===== src/rtl/loader_pkg.sv =====
// Shared types and derivation helpers for the UART program loader.
`timescale 1ns/1ps
package loader_pkg;

   typedef enum logic [2:0] {IDLE, CNT, DATA, CHK, DONE, ERR} state_e;
   typedef enum logic [1:0] {RX_IDLE, RX_START, RX_BITS, RX_STOP} rx_state_e;

   localparam int unsigned COUNT_BYTES = 2;

   function automatic int unsigned clks_per_bit(input int unsigned clk_freq,
                                                input int unsigned baud);
      return clk_freq / baud;
   endfunction

   function automatic int unsigned bytes_per_word(input int unsigned data_w);
      return data_w / 8;
   endfunction

endpackage


===== src/rtl/uart_rx_byte.sv =====
// 8N1 UART byte receiver: 2-flop synchroniser, mid-bit sampling, framing check on the stop bit.
`timescale 1ns/1ps
module uart_rx_byte
   import loader_pkg::*;
#(
   parameter int unsigned CLKS_PER_BIT = 5208
) (
   input  logic       clk_i,
   input  logic       rst_i,
   input  logic       rx_i,
   output logic [7:0] rx_data,
   output logic       rx_valid,
   output logic       rx_frame_err
);

   localparam int unsigned CW = $clog2(CLKS_PER_BIT + 1);
   localparam logic [CW-1:0] BIT_LAST  = CW'(CLKS_PER_BIT - 1);
   localparam logic [CW-1:0] HALF_LAST = CW'(CLKS_PER_BIT / 2 - 1);

   logic      rx_meta_q, rx_sync_q, rx_prev_q;
   rx_state_e state_q, state_d;
   logic [CW-1:0] cnt_q, cnt_d;
   logic [2:0] bit_q, bit_d;
   logic [7:0] shift_q, shift_d;
   logic       valid_q, valid_d;
   logic       ferr_q, ferr_d;

   always_ff @(posedge clk_i) begin
      if (rst_i) begin
         rx_meta_q <= 1'b1;
         rx_sync_q <= 1'b1;
         rx_prev_q <= 1'b1;
         state_q   <= RX_IDLE;
         cnt_q     <= '0;
         bit_q     <= '0;
         shift_q   <= '0;
         valid_q   <= 1'b0;
         ferr_q    <= 1'b0;
      end else begin
         rx_meta_q <= rx_i;
         rx_sync_q <= rx_meta_q;
         rx_prev_q <= rx_sync_q;
         state_q   <= state_d;
         cnt_q     <= cnt_d;
         bit_q     <= bit_d;
         shift_q   <= shift_d;
         valid_q   <= valid_d;
         ferr_q    <= ferr_d;
      end
   end

   // A true high-to-low edge is required, so a held-low line after a framing error is not a start bit.
   always_comb begin
      state_d = state_q;
      cnt_d   = cnt_q;
      bit_d   = bit_q;
      shift_d = shift_q;
      valid_d = 1'b0;
      ferr_d  = 1'b0;
      unique case (state_q)
         RX_IDLE: begin
            if (rx_prev_q && !rx_sync_q) begin
               state_d = RX_START;
               cnt_d   = '0;
            end
         end
         RX_START: begin
            if (cnt_q == HALF_LAST) begin
               cnt_d   = '0;
               bit_d   = '0;
               state_d = rx_sync_q ? RX_IDLE : RX_BITS;
            end else begin
               cnt_d = cnt_q + 1'b1;
            end
         end
         RX_BITS: begin
            if (cnt_q == BIT_LAST) begin
               cnt_d   = '0;
               shift_d = {rx_sync_q, shift_q[7:1]};
               bit_d   = bit_q + 3'd1;
               if (bit_q == 3'd7) state_d = RX_STOP;
            end else begin
               cnt_d = cnt_q + 1'b1;
            end
         end
         RX_STOP: begin
            if (cnt_q == BIT_LAST) begin
               cnt_d   = '0;
               state_d = RX_IDLE;
               valid_d = rx_sync_q;
               ferr_d  = !rx_sync_q;
            end else begin
               cnt_d = cnt_q + 1'b1;
            end
         end
         default: state_d = RX_IDLE;
      endcase
   end

   assign rx_data      = shift_q;
   assign rx_valid     = valid_q;
   assign rx_frame_err = ferr_q;

endmodule


===== src/rtl/uart_program_loader.sv =====
// UART boot loader: 16-bit LE word count, then DATA_W-bit LE words written to instruction RAM.
// Define LOADER_CHECKSUM_EN to require a trailing 8-bit modular-sum byte after the last word.
`timescale 1ns/1ps
module uart_program_loader
   import loader_pkg::*;
#(
   parameter int unsigned CLK_FREQ     = 50_000_000,
   parameter int unsigned BAUD         = 9600,
   parameter int unsigned DATA_W       = 16,
   parameter int unsigned ADDR_W       = 8,
   parameter int unsigned MAX_WORDS    = 256,
   parameter int unsigned TIMEOUT_BITS = 64
) (
   input  logic              CLK,
   input  logic              RESET,
   input  logic              load_req,
   input  logic              uart_rx_pin,
   output logic              mem_we,
   output logic [ADDR_W-1:0] mem_addr,
   output logic [DATA_W-1:0] mem_wdata,
   output logic              cpu_hold,
   output logic              load_done,
   output logic              load_err
);

   localparam int unsigned CPB      = clks_per_bit(CLK_FREQ, BAUD);
   localparam int unsigned BPW      = bytes_per_word(DATA_W);
   localparam int unsigned TO_LIMIT = TIMEOUT_BITS * CPB;
   localparam int unsigned TO_W     = $clog2(TO_LIMIT + 1);
   localparam int unsigned BC_W     = $clog2(BPW + COUNT_BYTES);

   logic [7:0] rx_data;
   logic       rx_valid, rx_frame_err;

   uart_rx_byte #(.CLKS_PER_BIT(CPB)) u_rx (
      .clk_i        (CLK),
      .rst_i        (RESET),
      .rx_i         (uart_rx_pin),
      .rx_data      (rx_data),
      .rx_valid     (rx_valid),
      .rx_frame_err (rx_frame_err)
   );

   state_e            state_q, state_d;
   logic [15:0]       count_q, count_d;
   logic [ADDR_W-1:0] index_q, index_d;
   logic [BC_W-1:0]   byte_cnt_q, byte_cnt_d;
   logic [DATA_W-1:0] word_q, word_d;
   logic              started_q, started_d;
   logic [TO_W-1:0]   to_cnt_q, to_cnt_d;
   logic              we_q, we_d;
   logic [ADDR_W-1:0] addr_q, addr_d;
   logic [DATA_W-1:0] wdata_q, wdata_d;
`ifdef LOADER_CHECKSUM_EN
   logic [7:0]        sum_q, sum_d;
`endif

   logic              active;
   logic [15:0]       count_next;
   logic [DATA_W-1:0] word_next;
   logic              last_word;

   assign active     = (state_q == CNT) || (state_q == DATA) || (state_q == CHK);
   assign count_next = {rx_data, count_q[15:8]};
   assign word_next  = (word_q >> 8) | (DATA_W'(rx_data) << (DATA_W - 8));
   assign last_word  = (32'(index_q) + 32'd1) == 32'(count_q);

   always_ff @(posedge CLK) begin
      if (RESET) begin
         state_q    <= IDLE;
         count_q    <= '0;
         index_q    <= '0;
         byte_cnt_q <= '0;
         word_q     <= '0;
         started_q  <= 1'b0;
         to_cnt_q   <= '0;
         we_q       <= 1'b0;
         addr_q     <= '0;
         wdata_q    <= '0;
`ifdef LOADER_CHECKSUM_EN
         sum_q      <= '0;
`endif
      end else begin
         state_q    <= state_d;
         count_q    <= count_d;
         index_q    <= index_d;
         byte_cnt_q <= byte_cnt_d;
         word_q     <= word_d;
         started_q  <= started_d;
         to_cnt_q   <= to_cnt_d;
         we_q       <= we_d;
         addr_q     <= addr_d;
         wdata_q    <= wdata_d;
`ifdef LOADER_CHECKSUM_EN
         sum_q      <= sum_d;
`endif
      end
   end

   always_comb begin
      state_d    = state_q;
      count_d    = count_q;
      index_d    = index_q;
      byte_cnt_d = byte_cnt_q;
      word_d     = word_q;
      started_d  = started_q;
      to_cnt_d   = to_cnt_q;
      we_d       = 1'b0;
      addr_d     = addr_q;
      wdata_d    = wdata_q;
`ifdef LOADER_CHECKSUM_EN
      sum_d      = sum_q;
`endif

      if (active && started_q) to_cnt_d = to_cnt_q + 1'b1;
      if (active && rx_valid) begin
         started_d = 1'b1;
         to_cnt_d  = '0;
      end

      unique case (state_q)
         CNT: begin
            if (rx_frame_err) begin
               state_d = ERR;
            end else if (rx_valid) begin
               count_d = count_next;
`ifdef LOADER_CHECKSUM_EN
               sum_d   = sum_q + rx_data;
`endif
               if (byte_cnt_q == BC_W'(COUNT_BYTES - 1)) begin
                  byte_cnt_d = '0;
                  if (count_next == 16'd0)                 state_d = DONE;
                  else if (32'(count_next) > MAX_WORDS)    state_d = ERR;
                  else                                     state_d = DATA;
               end else begin
                  byte_cnt_d = byte_cnt_q + 1'b1;
               end
            end
         end
         DATA: begin
            if (rx_frame_err) begin
               state_d = ERR;
            end else if (rx_valid) begin
               word_d = word_next;
`ifdef LOADER_CHECKSUM_EN
               sum_d  = sum_q + rx_data;
`endif
               if (byte_cnt_q == BC_W'(BPW - 1)) begin
                  byte_cnt_d = '0;
                  we_d       = 1'b1;
                  addr_d     = index_q;
                  wdata_d    = word_next;
                  index_d    = index_q + 1'b1;
`ifdef LOADER_CHECKSUM_EN
                  if (last_word) state_d = CHK;
`else
                  if (last_word) state_d = DONE;
`endif
               end else begin
                  byte_cnt_d = byte_cnt_q + 1'b1;
               end
            end
         end
`ifdef LOADER_CHECKSUM_EN
         CHK: begin
            if (rx_frame_err)  state_d = ERR;
            else if (rx_valid) state_d = (rx_data == sum_q) ? DONE : ERR;
         end
`endif
         default: ;
      endcase

      if (active && started_q && !rx_valid && (to_cnt_q == TO_W'(TO_LIMIT - 1)))
         state_d = ERR;

      // Restart overrides state but leaves we_d alone, so a final write decided this cycle still lands.
      if (load_req) begin
         state_d    = CNT;
         count_d    = '0;
         index_d    = '0;
         byte_cnt_d = '0;
         word_d     = '0;
         started_d  = 1'b0;
         to_cnt_d   = '0;
`ifdef LOADER_CHECKSUM_EN
         sum_d      = '0;
`endif
      end
   end

   assign mem_we    = we_q;
   assign mem_addr  = addr_q;
   assign mem_wdata = wdata_q;
   assign cpu_hold  = active;
   assign load_done = (state_q == DONE);
   assign load_err  = (state_q == ERR);

endmodule


===== config.mk =====
export PLATFORM = sky130hd
export DESIGN_NAME = uart_program_loader
export DESIGN_NICKNAME = d
export VERILOG_FILES = /design/src/rtl/loader_pkg.sv /design/src/rtl/uart_rx_byte.sv /design/src/rtl/uart_program_loader.sv
export SDC_FILE = /design/constraint.sdc
export NUM_CORES = 1
export LEC_CHECK = 0
export ABC_AREA = 1
export CELL_PAD_IN_SITES_DETAIL_PLACEMENT = 0
export CELL_PAD_IN_SITES_GLOBAL_PLACEMENT = 1
export CORE_AREA = 2 2 116 118
export CTS_BUF_LIST = sky130_fd_sc_hd__clkbuf_4 sky130_fd_sc_hd__clkbuf_8
export DETAILED_ROUTE_END_ITERATION = 10
export DIE_AREA = 0 0 118 120
export GPL_TIMING_DRIVEN = 0
export PLACE_DENSITY_LB_ADDON = 0.1
export SYNTH_ARGS = -nofsm -noshare
export SYNTH_HDL_FRONTEND = slang
export SYNTH_SLANG_ARGS = --single-unit

===== constraint.sdc =====
create_clock -name CLK -period 1.7 [get_ports CLK]
set_clock_uncertainty 0.05 [all_clocks]
set_input_delay 0.34 -clock CLK [delete_from_list [all_inputs] [get_ports CLK]]
set_output_delay 0.34 -clock CLK [all_outputs]
set_load 0.05 [all_outputs]

==> flow_summary.json <==
{
  "fill_cells": 1347,
  "period_minus_slack_ns": 1.813,
  "drtIter0Drc": 253,
  "n_antenna_cell": 0,
  "synth.net_count": 718,
  "cts_tree": "yes",
  "grt_pass1_wl_um": 22850,
  "die-area_mm2": 0.01416,
  "avgSynthCellArea_um2": 7.112,
  "rr_startpoint": "started_q",
  "post_drt_wl_per_cell_um": 14.46,
  "max_slew_margin_pct": 68.12,
  "start_kind": "flip-flop",
  "area_growth_pct": 29.65,
  "routed_wirelength_um": 14110,
  "layout.nets": 796,
  "finalInstanceArea_mm2": 0.006538,
  "rsz0062_at_grt": "yes",
  "endpoint_kind": "flip-flop",
  "crit_type": "flip-flop to flip-flop",
  "cp_max_fo": 4,
  "rows": 42,
  "postRouteAntennaNets": 0,
  "core_area_mm2": 0.01298,
  "critPathLaunch": "started_q",
  "outcome": "complete, but fails checks",
  "firstDrtPassIters": 4,
  "clock_latency_ns": 0.46,
  "place_area_mm2": 0.005579,
  "hp-class": "flip-flop to flip-flop",
  "die_y_um": 120,
  "grt_max_degree": 17,
  "drive_gt1_share_pct": 24.63,
  "fin_crit_sh_pct": 106.7,
  "cts_hold_buffers": 0,
  "violations": "setup timing",
  "grt-ovfl-total": 0,
  "vias_per_cell": 4.952,
  "synth-async-reset-ratio_pct": 0,
  "ys.flop_type": "dfxtp_1",
  "hold_viol": 0,
  "power_density_mw_per_mm2": 798.8,
  "gp_congestion": 0.8274,
  "numCtsBuffers": 17,
  "layout_setup_ws_ns": -0.1132,
  "ir_worst_vdd_mv": 0.4645,
  "cap_violations": 0,
  "ys_types": 35,
  "synth_edf_count": 0,
  "die_x_um": 118,
  "utilization_pct": 50.37,
  "ys_ff_latch": 113,
  "clock-root-buffer": "clkbuf_8",
  "cts_buffer_depth": 2,
  "max_freq_mhz": 551.5,
  "io_buffers": 31,
  "hold_start": "u_rx.rx_meta_q",
  "worst_slew_pin_slew_ns": 0.4800,
  "initial_utilization_pct": 38.85,
  "cp_data_required_time_ns": 2.04,
  "h-tree-depth": 4,
  "grt_pass1_vias": 4509,
  "yosysSeqAreaShare_pct": 44.86,
  "arrival_ns": 2.15,
  "ios": 32,
  "power_leakage_nw": 2.574,
  "drv_slew": 0,
  "cts_sinks": 113,
  "antenna_found_initial": 0,
  "syn-instance-count": 709,
  "detailed_place_hpwl_um": 9700,
  "vias": 4833,
  "ys_warn_count": 0,
  "drc": 0,
  "netlist_area_mm2": 0.005042,
  "setup_viol": 6,
  "clk_pin_slew_worst_paths_ns": 0.07,
  "grt_usage_pct": 20.70,
  "tns_ns": -0.4525
}
cell families (layout without fill, tap and decap cells):
logic type | after synthesis | after routing | synth area share, %
AOI/OAI and AO/OA | 164 | 164 | 16.65
xor gates and xnor gates | 9 | 9 | 1.563
adders and majority gates | 5 | 5 | 1.241
buffers and inverters | 108 | 199 | 8.238
DFF | 113 | 113 | 44.86
and+or+nand+nor | 310 | 310 | 27.44
critical path, cell delays in order (launching register included):
cell and delay [ns]:
dfxtp_2 0.34, inv_2 0.05, nor3_4 0.26, buf_6 0.14, nand2_4 0.06, nor2_4 0.14, nand2_4 0.08, nor2_4 0.14
or3b_1 0.38, a21oi_2 0.11
cell usage after synthesis, drive strengths merged, types with 5 or more instances:
cell type / instances / area share (%)
dfxtp: 113 / 45
nand3b: 6 / 0.89
ha: 5 / 1.2
clkbuf: 13 / 0.97
o21ai: 81 / 8.1
nand2: 122 / 9.3
xor2: 8 / 1.4
buf: 8 / 0.79
nor3: 14 / 1.7
nor2: 108 / 8.8
nor4: 5 / 0.62
nand4: 14 / 1.7
nand3: 32 / 3.2
a21oi: 77 / 7.6
inv: 87 / 6.5
or2: 5 / 0.62
timing repair:
item / CTS / global route
pin swaps: 29 / 29
gates resized for setup: 142 / 95
setup endpoints to repair: 133 / 112
setup buffers: 19 / 11
metrics by stage:
stage          power (mW)  instances  hold slack (ns)  setup slack [ns]
6_report            5.222        976           0.3664           -0.1132
3_3_place_gp        2.922        916           0.3459           -0.9578
3_5_place_dp        2.923        916           0.3502           -0.9619
5_1_grt             5.420        976           0.3903           -0.2748
4_1_cts             5.261        965           0.3682           -0.1859
2_1_floorplan       2.851        709           0.3395           -0.2777
area by class of cell:
| class | instances | area [µm²] | area share, % |
|---|---|---|---|
| timing repair buffer | 59 | 525.5 | 8.038 |
| clock buffer | 21 | 282.8 | 4.325 |
| sequential | 113 | 2291 | 35.04 |
| buffer | 21 | 128.9 | 1.971 |
| inverter | 87 | 336.6 | 5.148 |
| clock inverter | 11 | 82.58 | 1.263 |
| tap | 176 | 220.2 | 3.368 |
| multi-input combinational | 488 | 2670 | 40.84 |
state kept, by name (all words and copies together), names as in the netlist, named ones only:
register	flops
u_rx.bit_q	3
u_rx.rx_frame_err	1
mem_wdata	16
state_q	3
mem_addr	8
u_rx.rx_sync_q	1
started_q	1
mem_we	1
to_cnt_q	19
u_rx.rx_data	8
index_q	8
u_rx.state_q	1
u_rx.rx_prev_q	1
byte_cnt_q	2
word_q	8
u_rx.cnt_q	13
count_q	16
u_rx.rx_meta_q	1
u_rx.rx_valid	1
layout by cell type, fill, tap and decap left out, drive strengths merged, types with 2 or more instances in the layout:
master and instances:
a211oi 2, a21oi 77, and3 2, buf 42, clkbuf 40, clkdlybuf4s15 16
clkdlybuf4s50 3, clkinv 2, clkinvlp 8, dfxtp 113, ha 5, inv 88
nand2 122, nand3 32, nand3b 6, nand4 14, nor2 108, nor3 14
nor4 5, o21ai 81, or2 5, xor2 8
final timing paths:
path	endpoint	slack, ns	depth (start not counted)
worst max register to register	to_cnt_q[16]	-0.11	9
worst min register to register	u_rx.rx_sync_q	0.37	1
worst min-delay path	u_rx.rx_sync_q	0.37	1
worst max-delay path	to_cnt_q[16]	-0.11	9
per-layer routing:
metal	part of all wire, %	global-route usage, %
met1	49	27.77
met2	46	32.16
met3	3.7	4.943
met4	1.4	8.208
met5	0	0
power breakdown:
part           switching, mW  internal, mW  leakage [nW]
Combinational          0.164        0.0844          1.49
Sequential            0.0117          2.65         0.919
Clock                   1.17          1.14         0.162
No activity file was read; power rests on OpenSTA's default activity.
